==> config.mk <==
export PLATFORM = sky130hd
export DESIGN_NAME = counter_dispatcher_flat
export DESIGN_NICKNAME = d
export VERILOG_FILES = /design/src/rtl/counter_dispatcher_if.sv /design/src/rtl/counter_dispatcher.sv /design/src/flat_wrapper.sv
export SDC_FILE = /design/constraint.sdc
export NUM_CORES = 1
export LEC_CHECK = 0
export ABC_AREA = 0
export CAP_MARGIN = 20
export CORE_ASPECT_RATIO = 2
export CORE_MARGIN = 2
export CORE_UTILIZATION = 35
export CTS_CLUSTER_DIAMETER = 120
export DETAILED_ROUTE_END_ITERATION = 12
export GPL_TIMING_DRIVEN = 0
export PLACE_DENSITY = 0.51
export SETUP_SLACK_MARGIN = 0.05
export SLEW_MARGIN = 30
export SYNTH_ARGS = -nofsm -noshare
export SYNTH_HDL_FRONTEND = slang
export SYNTH_SLANG_ARGS = --single-unit
==> constraint.sdc <==
create_clock -name clk -period 5.3 [get_ports clk]
set_input_delay 1.06 -clock clk [delete_from_list [all_inputs] [get_ports clk]]
set_output_delay 1.06 -clock clk [all_outputs]
set_load 0.01 [all_outputs]
==> src/rtl/counter_dispatcher_if.sv <==
// Arrival, counter-feedback and dispatch bus bundle for counter_dispatcher.
// master = arrival/counter side, slave = dispatcher.
interface counter_dispatcher_if #(
    parameter int unsigned DT_SZ   = 4,
    parameter int unsigned N_CTR   = 4,
    parameter int unsigned Q_DEPTH = 8
);
    localparam int unsigned CW = $clog2(Q_DEPTH) + 1;

    logic             arr;
    logic [DT_SZ-1:0] arr_t;
    logic             hold;
    logic [N_CTR-1:0] busy;
    logic [N_CTR-1:0] ld;
    logic [DT_SZ-1:0] dn;
    logic [DT_SZ-1:0] dt;
    logic             full;
    logic             empty;
    logic [CW-1:0]    q_cnt;
    logic             drop;
    logic [DT_SZ-1:0] last_tk;

    modport master (
        output arr, arr_t, hold, busy,
        input  ld, dn, dt, full, empty, q_cnt, drop, last_tk
    );

    modport slave (
        input  arr, arr_t, hold, busy,
        output ld, dn, dt, full, empty, q_cnt, drop, last_tk
    );
endinterface

==> src/rtl/counter_dispatcher.sv <==
// Ticketing FIFO and dispatcher feeding a bank of N_CTR service counters.
// Define ROUND_ROBIN_EN for round-robin counter selection; default is fixed priority.
module counter_dispatcher #(
    parameter int unsigned DT_SZ   = 4,
    parameter int unsigned N_CTR   = 4,
    parameter int unsigned Q_DEPTH = 8
) (
    input logic                 clk,
    input logic                 rst,
    counter_dispatcher_if.slave bus
);
    localparam int unsigned AW = $clog2(Q_DEPTH);
    localparam int unsigned CW = AW + 1;
    localparam int unsigned IW = $clog2(N_CTR);
    localparam logic [DT_SZ-1:0] TK_MAX = '1;

    typedef enum logic {IDLE, ISSUE} sel_state_t;

    sel_state_t       state;
    sel_state_t       state_nxt;

    logic [DT_SZ-1:0] mem_tk [Q_DEPTH];
    logic [DT_SZ-1:0] mem_t  [Q_DEPTH];
    logic [AW-1:0]    wr_ptr;
    logic [AW-1:0]    rd_ptr;
    logic [CW-1:0]    cnt_nxt;
    logic [DT_SZ-1:0] tk;
    logic [N_CTR-1:0] claim;
    logic [N_CTR-1:0] issued;
    logic [N_CTR-1:0] elig;
    logic [IW-1:0]    cand;
    logic [IW-1:0]    sel_idx;
    logic             sel_vld;
    logic             pop;
    logic             push;

`ifdef ROUND_ROBIN_EN
    logic [IW-1:0]    rr_ptr;
`endif

    // A load already on the bus masks its counter until the claim register catches it.
    assign issued = (state == ISSUE) ? bus.ld : '0;
    assign elig   = ~bus.busy & ~claim & ~issued;
    assign push   = bus.arr && (bus.arr_t != '0) && (!bus.full || pop);

    // Counter selection and selector next state
    always_comb begin
        state_nxt = IDLE;
        sel_idx   = '0;
        sel_vld   = 1'b0;
        cand      = '0;
        pop       = 1'b0;
        for (int unsigned i = 0; i < N_CTR; i++) begin
`ifdef ROUND_ROBIN_EN
            cand = IW'((32'(rr_ptr) + 32'd1 + i) % N_CTR);
`else
            cand = IW'(i);
`endif
            if (!sel_vld && elig[cand]) begin
                sel_vld = 1'b1;
                sel_idx = cand;
            end
        end
        pop = sel_vld && !bus.empty && !bus.hold;
        if (pop) begin
            state_nxt = ISSUE;
        end
    end

    always_comb begin
        cnt_nxt = bus.q_cnt;
        case ({push, pop})
            2'b10:   cnt_nxt = bus.q_cnt + CW'(1);
            2'b01:   cnt_nxt = bus.q_cnt - CW'(1);
            default: cnt_nxt = bus.q_cnt;
        endcase
    end

    // Entry storage needs no reset: occupancy gates every read
    always_ff @(posedge clk) begin
        if (push) begin
            mem_tk[wr_ptr] <= tk;
            mem_t[wr_ptr]  <= bus.arr_t;
        end
    end

    always_ff @(posedge clk or posedge rst) begin
        if (rst) begin
            state       <= IDLE;
            wr_ptr      <= '0;
            rd_ptr      <= '0;
            tk          <= DT_SZ'(1);
            claim       <= '0;
            bus.q_cnt   <= '0;
            bus.full    <= 1'b0;
            bus.empty   <= 1'b1;
            bus.drop    <= 1'b0;
            bus.last_tk <= '0;
            bus.ld      <= '0;
            bus.dn      <= '0;
            bus.dt      <= '0;
        end else begin
            state     <= state_nxt;
            claim     <= (claim | issued) & ~bus.busy;
            bus.q_cnt <= cnt_nxt;
            bus.full  <= (cnt_nxt == CW'(Q_DEPTH));
            bus.empty <= (cnt_nxt == '0);
            bus.drop  <= bus.arr && !push;
            if (push) begin
                wr_ptr      <= wr_ptr + AW'(1);
                tk          <= (tk == TK_MAX) ? DT_SZ'(1) : tk + DT_SZ'(1);
                bus.last_tk <= tk;
            end
            if (pop) begin
                rd_ptr <= rd_ptr + AW'(1);
                bus.ld <= N_CTR'(1) << sel_idx;
                bus.dn <= mem_tk[rd_ptr];
                bus.dt <= mem_t[rd_ptr];
            end else begin
                bus.ld <= '0;
                bus.dn <= '0;
                bus.dt <= '0;
            end
        end
    end

`ifdef ROUND_ROBIN_EN
    // Reset value makes the first search begin at counter 0
    always_ff @(posedge clk or posedge rst) begin
        if (rst) begin
            rr_ptr <= IW'(N_CTR - 1);
        end else if (pop) begin
            rr_ptr <= sel_idx;
        end
    end
`endif

endmodule
==> src/flat_wrapper.sv <==
// flat-port wrapper written by rule: the top's interface ports become plain ports
module counter_dispatcher_flat 
#(
    parameter int unsigned DT_SZ   = 4,
    parameter int unsigned N_CTR   = 4,
    parameter int unsigned Q_DEPTH = 8
)
  (clk, rst, bus_arr, bus_arr_t, bus_hold, bus_busy, bus_ld, bus_dn, bus_dt, bus_full, bus_empty, bus_q_cnt, bus_drop, bus_last_tk);
  counter_dispatcher_if #(.DT_SZ(DT_SZ), .N_CTR(N_CTR), .Q_DEPTH(Q_DEPTH)) bus_i ();
  input logic clk;
  input logic rst;
  input wire logic [$bits(bus_i.arr)-1:0] bus_arr;
  input wire logic [$bits(bus_i.arr_t)-1:0] bus_arr_t;
  input wire logic [$bits(bus_i.hold)-1:0] bus_hold;
  input wire logic [$bits(bus_i.busy)-1:0] bus_busy;
  output wire logic [$bits(bus_i.ld)-1:0] bus_ld;
  output wire logic [$bits(bus_i.dn)-1:0] bus_dn;
  output wire logic [$bits(bus_i.dt)-1:0] bus_dt;
  output wire logic [$bits(bus_i.full)-1:0] bus_full;
  output wire logic [$bits(bus_i.empty)-1:0] bus_empty;
  output wire logic [$bits(bus_i.q_cnt)-1:0] bus_q_cnt;
  output wire logic [$bits(bus_i.drop)-1:0] bus_drop;
  output wire logic [$bits(bus_i.last_tk)-1:0] bus_last_tk;
  assign bus_i.arr = bus_arr;
  assign bus_i.arr_t = bus_arr_t;
  assign bus_i.hold = bus_hold;
  assign bus_i.busy = bus_busy;
  assign bus_ld = bus_i.ld;
  assign bus_dn = bus_i.dn;
  assign bus_dt = bus_i.dt;
  assign bus_full = bus_i.full;
  assign bus_empty = bus_i.empty;
  assign bus_q_cnt = bus_i.q_cnt;
  assign bus_drop = bus_i.drop;
  assign bus_last_tk = bus_i.last_tk;
  counter_dispatcher #(.DT_SZ(DT_SZ), .N_CTR(N_CTR), .Q_DEPTH(Q_DEPTH)) u_core (.clk(clk), .rst(rst), .bus(bus_i));
endmodule
### Yosys cells after proc, flatten, opt, wreduce, memory -nomap -nowiden

Memories as Yosys holds them, arrays and structs flattened.
Cells that the tools add are included.

* flip-flop bits (word level): 38
* bits in latches: 0
* RAM bits: 64
* bits in read-only memories: 0
* output and inout bits: 23
* word-level logic and storage cells: 66
* memories kept: 2

* add/subtract/negate cells: 5
* multiply operators: 0
* divide/modulo/power cells: 0
* order comparisons: 0
* eq/ne operators: 4
* shift operators: 1
* multiplexer cells: 16
* bitwise gates (word level): 7
* reductions and logical operators: 18

Memories
* u_core.mem_t: depth 8, width 4, read ports 1, clocked after Yosys merged registers in 0, write ports 1, RTL line counter_dispatcher.sv:23 `logic [DT_SZ-1:0] mem_t [Q_DEPTH];`
* u_core.mem_tk: depth 8, width 4, read ports 1, clocked after Yosys merged registers in 0, write ports 1, RTL line counter_dispatcher.sv:22 `logic [DT_SZ-1:0] mem_tk [Q_DEPTH];`

Operator list (count)
* 4-bit 2-to-1 mux: 5
* 4-bit AND: 3
* 4-bit NOT: 3
* 4-bit by 1-bit adder with 4-bit output (second input constant): 2
* 4-bit equality test (second input constant): 2
* 1-bit logical AND: 8
* 1-bit 2-to-1 mux: 8
* 4-bit case mux with 2 select lines: 1
* 1-bit logical NOT: 7
* 3-bit by 1-bit adder with 3-bit output (second input constant): 2
* 4-bit logical NOT: 1
* 2-bit 2-to-1 mux: 2
* 4-bit OR: 1
* 4-bit nonzero test: 1
* 1-bit by 2-bit left shift with 4-bit output (first input constant): 1
* 4-bit by 1-bit subtractor with 4-bit output (second input constant): 1
* 2-bit by 1-bit equality test with 1-bit output (second input constant): 1
* 2-bit equality test (second input constant): 1
* 1-bit logical OR: 1

### Longest topological paths before layout

Gate-level depths: netlist of the first run.

* depth after elaboration: 20
* depth in mapped cells: 13
* depth with buffers taken out: 11

### Worst setup path before layout of the first run

No wires, ideal clock.

* path kind: input port to flip-flop
* start: in bus_busy[3]
* end: reg u_core.bus.empty
* library setup time: 0.089 ns
* arrival time: 3.559 ns
* slack: 1.652 ns
* cell stages on the path: 11
* path buffers: 1
* path through: a211o_1 a41o_4 a21boi_4 inv_2 buf_6 ha_1 xor2_1 ha_1 mux2_2 a2111o_1 a211oi_1

* cells in the longest elaborated chain, start to end: 12
* elaborated cells on any way between the ends: 13
* classes of those cells: eq/ne: 2; mux: 2; bitwise: 3; reduce/logical: 6

RTL lines
* start: declaration: RTL line flat_wrapper.sv:15 `input wire logic [$bits(bus_i.busy)-1:0] bus_busy;`
* 4-bit NOT (*): RTL line counter_dispatcher.sv:43 `assign elig = ~bus.busy & ~claim & ~issued;`
* 4-bit AND (*) (2 in series): RTL line counter_dispatcher.sv:43
* 1-bit logical AND (*): RTL line counter_dispatcher.sv:59 `if (!sel_vld && elig[cand]) begin`
* 1-bit 2-to-1 mux (*): RTL line counter_dispatcher.sv:59
* 1-bit logical AND (*) (2 in series): RTL line counter_dispatcher.sv:64 `pop = sel_vld && !bus.empty && !bus.hold;`
* 1-bit logical OR: RTL line counter_dispatcher.sv:44 `assign push = bus.arr && (bus.arr_t != '0) && (!bus.full || pop);`
* 1-bit logical AND: RTL line counter_dispatcher.sv:44
* 2-bit by 1-bit equality test with 1-bit output / 2-bit equality test (equally long branches): RTL line counter_dispatcher.sv:72 `case ({push, pop})`
* 4-bit case mux with 2 select lines (*): RTL line counter_dispatcher.sv:72
* net u_core.cnt_nxt[1]: RTL line counter_dispatcher.sv:26 `logic [CW-1:0] cnt_nxt;`
* 4-bit logical NOT (*): RTL line counter_dispatcher.sv:107 `bus.empty <= (cnt_nxt == '0);`
* end signal: assignment: RTL line counter_dispatcher.sv:107
* end: declaration: RTL line counter_dispatcher_if.sv:30 `output ld, dn, dt, full, empty, q_cnt, drop, last_tk`

The timed path passes the listed nets; every way through them passes the cells marked *.
A chain may end at the register's enable or synchronous reset.

### Final worst setup path of the first run

* start: in bus_arr_t[1]
* end: reg u_core.bus.empty

* cells in the longest elaborated chain, start to end: 6
* elaborated cells on any way between the ends: 7
* classes of those cells: eq/ne: 2; mux: 1; reduce/logical: 4

RTL lines
* start: declaration: RTL line flat_wrapper.sv:13 `input wire logic [$bits(bus_i.arr_t)-1:0] bus_arr_t;`
* 4-bit nonzero test (*): RTL line counter_dispatcher.sv:44
* 1-bit logical AND (*) (2 in series): RTL line counter_dispatcher.sv:44
* 2-bit by 1-bit equality test with 1-bit output / 2-bit equality test (equally long branches): RTL line counter_dispatcher.sv:72
* 4-bit case mux with 2 select lines (*): RTL line counter_dispatcher.sv:72
* net u_core.cnt_nxt[1]: RTL line counter_dispatcher.sv:26
* 4-bit logical NOT (*): RTL line counter_dispatcher.sv:107

Marked as above.

==> results of run 1 <==
## cell type report
| class | count | area, µm² | area share, % |
|---|---|---|---|
| Buffer | 10 | 55.1 | 1.10 |
| Inverter | 6 | 22.5 | 0.450 |
| Multi-Input combinational cell | 118 | 1190 | 23.9 |
| Sequential cell | 102 | 2880 | 57.5 |
| Clock buffer | 9 | 225 | 4.50 |
| Clock inverter | 7 | 72.6 | 1.45 |
| Timing Repair Buffer | 37 | 373 | 7.46 |
| Tap cell | 145 | 181 | 3.63 |
## stage by stage
| stage | total power, mW | setup slack (ns) |
|---|---|---|
| 3_3_place_gp | 2.04 | 0.670 |
| 2_1_floorplan | 1.74 | 1.65 |
| 5_1_grt | 2.86 | 0.996 |
| 4_1_cts | 2.74 | 1.17 |
| 3_5_place_dp | 2.09 | 0.812 |
| 6_report | 2.70 | 1.20 |
## layout by cell type, fill, tap and decap left out, drive strengths merged, types with 8 or more instances in the layout
| cell type | Yosys | final |
|---|---|---|
| mux4 | 16 | 16 |
| buf | 8 | 11 |
| edfxtp | 64 | 64 |
| mux2i | 8 | 8 |
| a21oi | 8 | 8 |
| clkdlybuf4s50 | 0 | 34 |
| dfrtp | 36 | 36 |
| mux2 | 8 | 8 |
| nand2 | 11 | 11 |
| clkbuf | 2 | 11 |
| nor2 | 15 | 15 |
| inv | 6 | 10 |
## flip-flops by register name, indices dropped and copies added, names as in the netlist, 3 cells and up
register,count
u_core.mem_t,32
u_core.mem_tk,32
u_core.bus.dn,4
u_core.bus.dt,4
u_core.bus.last_tk,4
u_core.bus.ld,4
u_core.bus.q_cnt,4
u_core.claim,4
u_core.tk,4
u_core.rd_ptr,3
u_core.wr_ptr,3
## kinds of logic (layout without fill, tap and decap cells)
kind of cell	Yosys count	count (layout)	share of synthesized area [%]
multiplexers	32	32	13.0
AO/OA/AOI/OAI	22	22	4.54
adder cells (fa/ha/maj)	6	6	1.83
buffers and inverters	16	69	1.89
AND/OR/NAND/NOR	49	49	6.77
flip-flops	102	102	70.0
XOR/XNOR	9	9	1.92
## tightest hold or removal path, stage by stage (launching register included)
cell     delay, ns
dfrtp_1       0.35
a21oi_1       0.04
nor2_1        0.09
## how the worst max path moves through the flow
stage                            start                           end  slack, ns  cells past startpoint
after global placement    bus_arr_t[1]  u_core.mem_t[0][1]$_DFFE_PP_       0.67                      6
after detailed placement  bus_arr_t[1]    u_core.bus.empty$_DFF_PP1_       0.81                     11
after CTS                 bus_arr_t[1]    u_core.bus.empty$_DFF_PP1_       1.17                     11
final                     bus_arr_t[1]    u_core.bus.empty$_DFF_PP1_       1.20                     11
after global routing      bus_arr_t[1]    u_core.bus.empty$_DFF_PP1_        1.0                     11
after floorplan            bus_busy[3]    u_core.bus.empty$_DFF_PP1_       1.65                     11
## per-layer routing
metal / up-vias / track usage (%) / share of wire (%)
met5: - / 0 / 0
met4: 0 / 5.33 / 1.7
met3: 10 / 3.56 / 3.7
met2: 36 / 22.5 / 52
met1: 1104 / 17.5 / 43
li1: 998 / - / -
## power by group through the flow
stage | Sequential, mW | Clock, mW | Combinational (mW)
final | 1.22 | 0.641 | 0.841
after global routing | 1.25 | 0.692 | 0.925
after CTS | 1.22 | 0.659 | 0.858
after detailed placement | 1.24 | 0 | 0.854
after global placement | 1.22 | 0 | 0.819
after floorplan | 1.22 | 0 | 0.524
==> metrics.cfg, run 1 <==
[worst_setup_path]
worstPathArrival_ns=4.35
r2r-end=u_core.bus.empty$_DFF_PP1_
worst_setup_path_end_kind=register
worst-r2r-setup-slack_ns=1.92
crit_buf_inv=3
ff2ff_path_depth=12
criticalPathCategory=primary input to register
critical_path.startpoint_type=primary input
cp_top_family=compound AO/OA/AOI/OAI gates
cp_cell_sequence=clkdlybuf4s50_1 > o41a_1 > a21boi_4 > inv_2 > buf_6 > ha_1 > xor2_1 > ha_1 > mux2_2 > a2111o_1 > a211oi_1
timing.critical_path.fanout_max=11
max_stage_delay_ns=0.59
critical_path.slowest_cell=clkdlybuf4s50_1
timing.critical_path.mode_cell=ha_1
critical_path.reg2reg.startpoint=u_core.state$_DFF_PP0_
crit_required_ns=5.55

[pwr]
switching_power_as_a_share_of_total_power_pct=31.7
netSwitchingPower_mw=0.855
internal-power_mw=1.85
vdd_drop_max_mv=0.266
pwr_density_cell_nw_per_um2=540
power_leakage_nw=1.85
pwr-share-clk_pct=23.7
share_seq_of_total_power_pct=45.1
power.combinational.fraction_pct=31.2

[timing]
fin_worst_hold_slack_ns=0.519
fin_setup_tns_ns=0
finalHoldViolations=0
worst_pin_slew_ns=0.787
relSlewSlack_pct=47.3
finalMaxSlewViolations=0
clock-skew-final_ns=0.00787
fin_crit_ns=4.10
rsz_0062_raised_after_global_routing=false
final_setup_violation_count=0
achievable-frequency_mhz=244
finalCritPeriodShare_pct=77.3

[grt]
number_of_global_route_vias_before_repair=2235
overflow=0
global_route.usage.total_pct=13.8
grt_max_degree=24
antenna_found_initial=0
grt_pass1_wl_um=12500

[final_layout]
areaGrowthSynthToFinish_pct=21.8
fillers=1019
finish.instance_area_um2=5000
final_layout_size_suffix_gt1_share_pct=20.8
design.final.nets=302
final-instance-count-excl-fill=434
diodes=0
finish.utilization_pct=43.2

[run]
max_cap_violations=0

[placed_design]
placed_cell_count=418
detailed_place.area_um2=4700
gp_routability_congestion=0.701
detailed_place_hpwl_um=5340
port_buffers=34

[clocking]
clk_pin_slew_worst_paths_ns=0.07
insertion_delay_ns=0.35
cts_num_sinks=102
htreeDepth=3
tritoncts_clock_tree=yes
clock_tree.root_cell=clkbuf_16
cts-root-to-sink-buffers=2
cts.repair_timing.setup_buffer_count=0
ctsHoldBuffers=0
post_cts_resize_count=0
numCtsBuffers=9

[die]
row_count=56
design.portCount=35
die_footprint_um2=12700
design.core.area_um2=11600
initial_utilization_pct=35.5
die_w_um=80.6
die_h_um=157

[route]
per_cell_via_count_in_the_routed_design=4.95
detailedRoute.firstPassIterationCount=4
detail_route.iter0.violations=116
route.antenna.remaining_nets=0
final_routed_wirelength_across_all_metal_layers_um=7850
drc=0
detail_route.wl_per_cell_um=18.1
num_vias=2148

[synth]
yosysWarningCount=0
synthArstFlopShare_pct=37.3
number_of_flops_mapped_to_enable_cells_by_yosys=64
synth.yosys.seq_area_share_pct=70.0
syn_inst=236
synthMostInstantiatedCell=edfxtp_1
dominant_register_cell_in_the_synthesized_netlist=edfxtp_1
syn-mean-instance-area_um2=17.4
synthDominantCellAreaShare_pct=46.8
synth.cells.most_frequent=edfxtp_1 (64), dfrtp_1 (36), mux4_2 (16), nor2_1 (15), nand2_1 (11)
synth.distinct_cells=45
post_synthesis_instance_area_um2=4110
yosysTopAreaCell=edfxtp_1
synth-seq-cells=102
synth.top_cells.by_area=edfxtp_1 (47%), dfrtp_1 (22%), mux4_2 (8.8%), mux2i_1 (2.0%), mux2_2 (1.9%)
synth.net_count=254

[hold_path]
min_delay_worst_endpoint=u_core.claim[1]$_DFF_PP0_
hold_path.class=register to register
holdPathStages=2
min-delay-start=u_core.claim[1]$_DFF_PP0_

[status]
status=completed

Power figures use the tool's default switching activity.
==> run 2, diff against run 1 <==
--- a/config.mk
+++ b/config.mk
@@ -13,7 +13,7 @@
 export CTS_CLUSTER_DIAMETER = 120
 export DETAILED_ROUTE_END_ITERATION = 12
 export GPL_TIMING_DRIVEN = 0
-export PLACE_DENSITY = 0.51
+export PLACE_DENSITY = 0.53
 export SETUP_SLACK_MARGIN = 0.05
 export SLEW_MARGIN = 30
 export SYNTH_ARGS = -nofsm -noshare
==> constraint.sdc (replaced) <==
create_clock -name clk -period 3.57 [get_ports clk]
set_input_delay 0.714 -clock clk [delete_from_list [all_inputs] [get_ports clk]]
set_output_delay 0.714 -clock clk [all_outputs]
set_load 0.01 [all_outputs]
==> metrics.cfg, run 2 (synthesis gave the netlist of run 1 again) <==
[grt]
grt_pass1_wl_um=12700  ; was 12,500 µm
antenna_found_initial=0  ; unchanged
overflow=0  ; unchanged
grt_max_degree=22  ; was 24
number_of_global_route_vias_before_repair=2301  ; was 2,235
global_route.usage.total_pct=13.9  ; was 13.8%

[die]
die_w_um=80.6  ; unchanged
design.core.area_um2=11600  ; unchanged
row_count=56  ; unchanged
die_h_um=157  ; unchanged
initial_utilization_pct=35.5  ; unchanged
die_footprint_um2=12700  ; unchanged
design.portCount=35  ; unchanged

[pwr]
pwr_density_cell_nw_per_um2=808  ; was 540 nW/µm²
power_leakage_nw=1.90  ; was 1.85 nW
pwr-share-clk_pct=24.5  ; was 23.7%
share_seq_of_total_power_pct=44.0  ; was 45.1%
fin_total_pwr_mw=4.11  ; was 2.70 mW
switching_power_as_a_share_of_total_power_pct=30.8  ; was 31.7%
power.combinational.fraction_pct=31.5  ; was 31.2%
internal-power_mw=2.84  ; was 1.85 mW
vdd_drop_max_mv=0.432  ; was 0.266 mV
netSwitchingPower_mw=1.27  ; was 0.855 mW

[timing]
worst_pin_slew_ns=0.740  ; was 0.787 ns
finalCritPeriodShare_pct=94.9
fin_crit_ns=3.39
finalMaxSlewViolations=0  ; unchanged
achievable-frequency_mhz=295
clock-skew-final_ns=0.00946  ; was 0.00787 ns
relSlewSlack_pct=50.4  ; was 47.3%
finalHoldViolations=0  ; unchanged
final_setup_violation_count=0  ; unchanged
rsz_0062_raised_after_global_routing=false  ; unchanged

[route]
detail_route.iter0.violations=97  ; was 116
detailedRoute.firstPassIterationCount=4  ; unchanged
final_routed_wirelength_across_all_metal_layers_um=7850  ; about the same
route.antenna.remaining_nets=0  ; unchanged
num_vias=2186  ; was 2,148
drc=0  ; unchanged
per_cell_via_count_in_the_routed_design=4.99  ; was 4.95
detail_route.wl_per_cell_um=17.9  ; was 18.1 µm

[status]
status=completed  ; unchanged

[worst_setup_path]
crit_required_ns=3.83  ; was 5.55 ns
cp_cell_sequence=clkdlybuf4s50_1 > a211o_1 > a41o_4 > a21boi_4 > inv_2 > buf_12 > ha_4 > xor2_1 > ha_1 > mux2_2 > a2111o_1 > a211oi_2  ; was clkdlybuf4s50_1 > o41a_1 > a21boi_4 > inv_2 > buf_6 > ha_1 > xor2_1 > ha_1 > mux2_2 > a2111o_1 > a211oi_1
critical_path.reg2reg.startpoint=u_core.state$_DFF_PP0_  ; unchanged
timing.critical_path.fanout_max=11  ; unchanged
crit_path_start=bus_busy[2]  ; was bus_arr_t[1]
worst-r2r-setup-slack_ns=0.48  ; was 1.92 ns
ff2ff_path_depth=12  ; unchanged
criticalPathCategory=primary input to register  ; unchanged
max_stage_delay_ns=0.42  ; was 0.59 ns
critical_path.startpoint_type=primary input  ; unchanged
critPathCapture=u_core.bus.empty$_DFF_PP1_  ; unchanged
critical_path.slowest_cell=clkdlybuf4s50_1  ; unchanged
worstPathArrival_ns=3.65  ; was 4.35 ns
worst_setup_path_end_kind=register  ; unchanged
r2r-end=u_core.bus.empty$_DFF_PP1_  ; unchanged

[placed_design]
port_buffers=34  ; unchanged
detailed_place_hpwl_um=5280  ; was 5340 µm
gp_routability_congestion=0.745  ; was 0.701
placed_cell_count=417  ; was 418

[final_layout]
final_layout_size_suffix_gt1_share_pct=23.2  ; was 20.8%
largestRegisters=u_core.mem_t (32), u_core.mem_tk (32)  ; unchanged
design.final.nets=306  ; was 302
layout.cells.most_common=edfxtp_1  ; unchanged
area_used_by_multi_input_combinational_logic_um2=1220  ; was 1190 µm²
diodes=0  ; unchanged
fillers=1050  ; was 1,019
areaGrowthSynthToFinish_pct=24.0  ; was 21.8%
final-instance-count-excl-fill=438  ; was 434
final-seq-area_um2=2880  ; unchanged
leading_cell_types_in_the_layout_fill_and_taps_excluded=edfxtp_1 (64), dfrtp_1 (36), clkdlybuf4s50_1 (30)  ; was edfxtp_1 (64), dfrtp_1 (36), clkdlybuf4s50_1 (34)

[clocking]
ctsHoldBuffers=0  ; unchanged
cts-root-to-sink-buffers=2  ; unchanged
clk_pin_slew_worst_paths_ns=0.07  ; about the same
tritoncts_clock_tree=yes  ; unchanged
insertion_delay_ns=0.34  ; was 0.35 ns
cts_num_sinks=102  ; unchanged
htreeDepth=3  ; unchanged
clock_tree.root_cell=clkbuf_16  ; unchanged
numCtsBuffers=9  ; unchanged

[run]
max_cap_violations=0  ; unchanged

[hold_path]
hold_path.class=register to register  ; unchanged

## run 2: cell count changes in the layout (fill, tap and decap cells not counted), sizes merged
cell,before,now
buf,11,15
bufinv,0,1
clkbuf,11,12
clkdlybuf4s50,34,30
clkinv,2,1
dlygate4sd2,0,4
inv,10,9
## run 2: per-layer routing
layer | wire length [µm] | GRT usage [%] | vias up | part of all wire, %
li1 | - | - | 1010 | -
met1 | 3390 | 18.2 | 1138 | 43
met2 | 4100 | 22.1 | 29 | 52
met3 | 225 | 2.81 | 9 | 2.9
met4 | 138 | 6.05 | 0 | 1.8
met5 | 0 | 0 | - | 0
## run 2: critical path: cells and delay by family
family,cells,cell delay [ns]
AOI/OAI and AO/OA,5,1.37
xor gates and xnor gates,1,0.16
muxes,1,0.29
adders and majority gates,2,0.46
buffers and inverters,3,0.65
## run 2: cell type report
class,count,share of cell area (%)
clock buffer,10,4.70
tap,145,3.57
buffer,10,1.25
sequential,102,56.5
clock inverter,6,1.48
timing repair buffer,41,8.02
multi-input combinational,118,24.0
inverter,6,0.443
## run 2: metrics by stage
| stage | TNS [ns] | setup slack (ns) | hold slack (ns) | util [%] | instance area (µm²) |
|---|---|---|---|---|---|
| 2_1_floorplan | 0 | 0.268 | 0.464 | - | 4110 |
| 3_3_place_gp | -10.36 | -0.596 | 0.482 | 40.0 | 4630 |
| 3_5_place_dp | -1.24 | -0.537 | 0.495 | 40.7 | 4700 |
| 4_1_cts | 0 | 0.0609 | 0.516 | 43.5 | 5030 |
| 5_1_grt | 0 | 0.0365 | 0.548 | 44.0 | 5090 |
| 6_report | 0 | 0.182 | 0.512 | 44.0 | 5090 |
## run 2: timing repair
action	CTS	global route
gates resized for setup	5	6
setup buffers	2	3
pin swaps	2	6
setup endpoints to repair	2	2
## run 2: how the worst min path moves through the flow
| stage | from | endpoint | slack (ns) | depth (start not counted) |
|---|---|---|---|---|
| after global placement | u_core.claim[0]$_DFF_PP0_ | u_core.claim[0]$_DFF_PP0_ | 0.48 | 2 |
| final | u_core.claim[2]$_DFF_PP0_ | u_core.claim[2]$_DFF_PP0_ | 0.51 | 2 |
| after CTS | u_core.claim[2]$_DFF_PP0_ | u_core.claim[2]$_DFF_PP0_ | 0.52 | 2 |
| after detailed placement | u_core.claim[2]$_DFF_PP0_ | u_core.claim[2]$_DFF_PP0_ | 0.49 | 2 |
| after floorplan | u_core.claim[3]$_DFF_PP0_ | u_core.claim[3]$_DFF_PP0_ | 0.46 | 2 |
| after global routing | u_core.bus.last_tk[3]$_DFFE_PP0P_ | u_core.bus.last_tk[3]$_DFFE_PP0P_ | 0.55 | 1 |
## run 2: power by group through the flow
| stage | clock, mW | sequential, mW | combinational, mW |
|---|---|---|---|
| 4_1_cts | 1.03 | 1.81 | 1.30 |
| 2_1_floorplan | 0 | 1.80 | 0.778 |
| 3_5_place_dp | 0 | 1.83 | 1.29 |
| 3_3_place_gp | 0 | 1.80 | 1.22 |
| 6_report | 1.01 | 1.81 | 1.29 |
| 5_1_grt | 1.09 | 1.85 | 1.43 |
==> run 3, diff against run 2 <==
--- a/config.mk
+++ b/config.mk
@@ -6,10 +6,12 @@
 export NUM_CORES = 1
 export LEC_CHECK = 0
 export ABC_AREA = 0
+export ABC_CLOCK_PERIOD_IN_PS = 3570
 export CAP_MARGIN = 20
 export CORE_ASPECT_RATIO = 2
 export CORE_MARGIN = 2
 export CORE_UTILIZATION = 35
+export CTS_BUF_LIST = sky130_fd_sc_hd__clkbuf_2
 export CTS_CLUSTER_DIAMETER = 120
 export DETAILED_ROUTE_END_ITERATION = 12
 export GPL_TIMING_DRIVEN = 0
==> metrics.cfg, run 3 (synthesis gave the netlist of run 1 again) <==
[status]
status=completed  ; unchanged

[clocking]
clk_pin_slew_worst_paths_ns=0.27  ; was 0.07 ns
htreeDepth=3  ; unchanged
cts-root-to-sink-buffers=2  ; unchanged
clock_tree.root_cell=clkbuf_2  ; was clkbuf_16
cts_num_sinks=102  ; unchanged
insertion_delay_ns=0.56  ; was 0.34 ns
tritoncts_clock_tree=yes  ; unchanged
ctsHoldBuffers=0  ; unchanged
numCtsBuffers=9  ; unchanged

[hold_path]
hold_path.class=primary input to async pin  ; was register to register

[timing]
final_setup_violation_count=0  ; unchanged
achievable-frequency_mhz=291  ; was 295 MHz
rsz_0062_raised_after_global_routing=false  ; unchanged
finalMaxSlewViolations=0  ; unchanged
fin_crit_ns=3.44  ; was 3.39 ns
finalCritPeriodShare_pct=96.3  ; was 94.9%
finalHoldViolations=0  ; unchanged
clock-skew-final_ns=0.0234  ; was 0.00946 ns
relSlewSlack_pct=50.0  ; was 50.4%
worst_pin_slew_ns=0.746  ; was 0.740 ns
fin_worst_hold_slack_ns=0.456  ; was 0.512 ns

[final_layout]
largestRegisters=u_core.mem_t (32), u_core.mem_tk (32)  ; unchanged
final_layout_size_suffix_gt1_share_pct=21.2  ; was 23.2%
design.final.nets=305  ; was 306
layout.cells.most_common=edfxtp_1  ; unchanged
leading_cell_types_in_the_layout_fill_and_taps_excluded=edfxtp_1 (64), dfrtp_1 (36), clkdlybuf4s50_1 (33)  ; was edfxtp_1 (64), dfrtp_1 (36), clkdlybuf4s50_1 (30)
areaGrowthSynthToFinish_pct=18.5  ; was 24.0%
final-instance-count-excl-fill=438  ; unchanged

[pwr]
netSwitchingPower_mw=1.21  ; was 1.27 mW
share_seq_of_total_power_pct=49.6  ; was 44.0%
pwr_density_cell_nw_per_um2=747  ; was 808 nW/µm²
power.combinational.fraction_pct=34.9  ; was 31.5%
switching_power_as_a_share_of_total_power_pct=33.3  ; was 30.8%
internal-power_mw=2.42  ; was 2.84 mW
fin_total_pwr_mw=3.63  ; was 4.11 mW
power_leakage_nw=1.81  ; was 1.90 nW
vdd_drop_max_mv=0.318  ; was 0.432 mV
pwr-share-clk_pct=15.5  ; was 24.5%

[worst_setup_path]
critical_path.startpoint_type=primary input  ; unchanged
critical_path.slowest_cell=clkdlybuf4s50_1  ; unchanged
max_stage_delay_ns=0.56  ; was 0.42 ns
r2r-end=u_core.bus.empty$_DFF_PP1_  ; unchanged
timing.critical_path.mode_cell=ha_1
worstPathArrival_ns=3.92  ; was 3.65 ns
ff2ff_path_depth=12  ; unchanged
crit_path_start=bus_arr_t[2]  ; was bus_busy[2]
crit_buf_inv=3  ; unchanged
cp_num_cells=11  ; was 12
worst_setup_path_end_kind=register  ; unchanged
cp_top_family=compound AO/OA/AOI/OAI gates  ; unchanged
timing.critical_path.fanout_max=11  ; unchanged
critPathCapture=u_core.bus.empty$_DFF_PP1_  ; unchanged
critical_path.reg2reg.startpoint=u_core.state$_DFF_PP0_  ; unchanged
criticalPathCategory=primary input to register  ; unchanged
cp_cell_sequence=clkdlybuf4s50_1 > o41a_1 > a21boi_4 > inv_2 > buf_6 > ha_1 > xor2_1 > ha_1 > mux2_2 > a2111o_1 > a211oi_1  ; was clkdlybuf4s50_1 > a211o_1 > a41o_4 > a21boi_4 > inv_2 > buf_12 > ha_4 > xor2_1 > ha_1 > mux2_2 > a2111o_1 > a211oi_2
crit_required_ns=4.05  ; was 3.83 ns
worst-r2r-setup-slack_ns=0.20  ; was 0.48 ns

[die]
initial_utilization_pct=35.5  ; unchanged
die_w_um=80.6  ; unchanged
die_footprint_um2=12700  ; unchanged
design.portCount=35  ; unchanged
row_count=56  ; unchanged
design.core.area_um2=11600  ; unchanged
die_h_um=157  ; unchanged

[placed_design]
gp_routability_congestion=0.745  ; unchanged
placed_cell_count=417  ; unchanged
port_buffers=34  ; unchanged
detailed_place_hpwl_um=5280  ; unchanged

[route]
drt-met1-wl_um=3380  ; was 3390 µm
route.antenna.remaining_nets=0  ; unchanged
routed-wl-met2_um=4050  ; was 4100 µm
detailedRoute.firstPassIterationCount=4  ; unchanged
per_cell_via_count_in_the_routed_design=4.96  ; was 4.99
num_vias=2171  ; was 2,186
met3_length_um=230  ; was 225 µm
detail_route.wl_per_cell_um=17.7  ; was 17.9 µm
topRoutingLayerUsed=met4  ; unchanged
final_routed_wirelength_across_all_metal_layers_um=7770  ; was 7850 µm
detail_route.iter0.violations=101  ; was 97
drc=0  ; unchanged

[grt]
grt_pass1_wl_um=12600  ; was 12,700 µm
antenna_found_initial=1  ; was 0
number_of_global_route_vias_before_repair=2282  ; was 2,301
overflow=0  ; unchanged
grt_max_degree=22  ; unchanged
global_route.usage.total_pct=13.7  ; was 13.9%

[run]
max_cap_violations=0  ; unchanged

run 3: metrics by stage:
step,setup slack [ns],util [%],area (µm²),TNS (ns)
2_1_floorplan,0.268,-,4110,0
3_3_place_gp,-0.596,40.0,4630,-10.36
3_5_place_dp,-0.537,40.7,4700,-1.24
4_1_cts,0.0916,41.8,4830,0
5_1_grt,0.0546,42.1,4860,0
6_report,0.133,42.1,4860,0
run 3: layout make-up:
type                       instances  area (µm²)
inverter                           6        22.5
sequential                       102        2880
clock inverter                     7        78.8
multi-input combinational        118        1190
timing repair buffer              40         408
fill                            1073        6700
buffer                            10        55.1
tap                              145         181
antenna                            1        2.50
clock buffer                       9        45.0
run 3: worst min-delay path by stage:
stage                                         start                         to
after floorplan           u_core.claim[3]$_DFF_PP0_  u_core.claim[3]$_DFF_PP0_
after global placement    u_core.claim[0]$_DFF_PP0_  u_core.claim[0]$_DFF_PP0_
after detailed placement  u_core.claim[2]$_DFF_PP0_  u_core.claim[2]$_DFF_PP0_
after CTS                                       rst  u_core.claim[1]$_DFF_PP0_
after global routing                            rst  u_core.claim[1]$_DFF_PP0_
final                                           rst  u_core.claim[1]$_DFF_PP0_
run 3: repair_timing:
item | CTS | global route
resized for setup | 0 | 1
setup endpoints to repair | 0 | 2
hold endpoints to repair | 0 | 0
buffers inserted | 0 | 4
run 3: power by group through the flow:
stage          sequential [mW]  clock (mW)  combinational [mW]
6_report                  1.80       0.562                1.27
5_1_grt                   1.84       0.637                1.40
3_5_place_dp              1.83           0                1.29
2_1_floorplan             1.80           0               0.778
4_1_cts                   1.80       0.585                1.29
3_3_place_gp              1.80           0                1.22
run 3: per-layer routing:
layer / up-vias / global-route usage (%)
met4: 0 / 5.33
li1: 1009 / -
met5: - / 0
met1: 1115 / 17.9
met2: 38 / 21.9
met3: 9 / 2.98
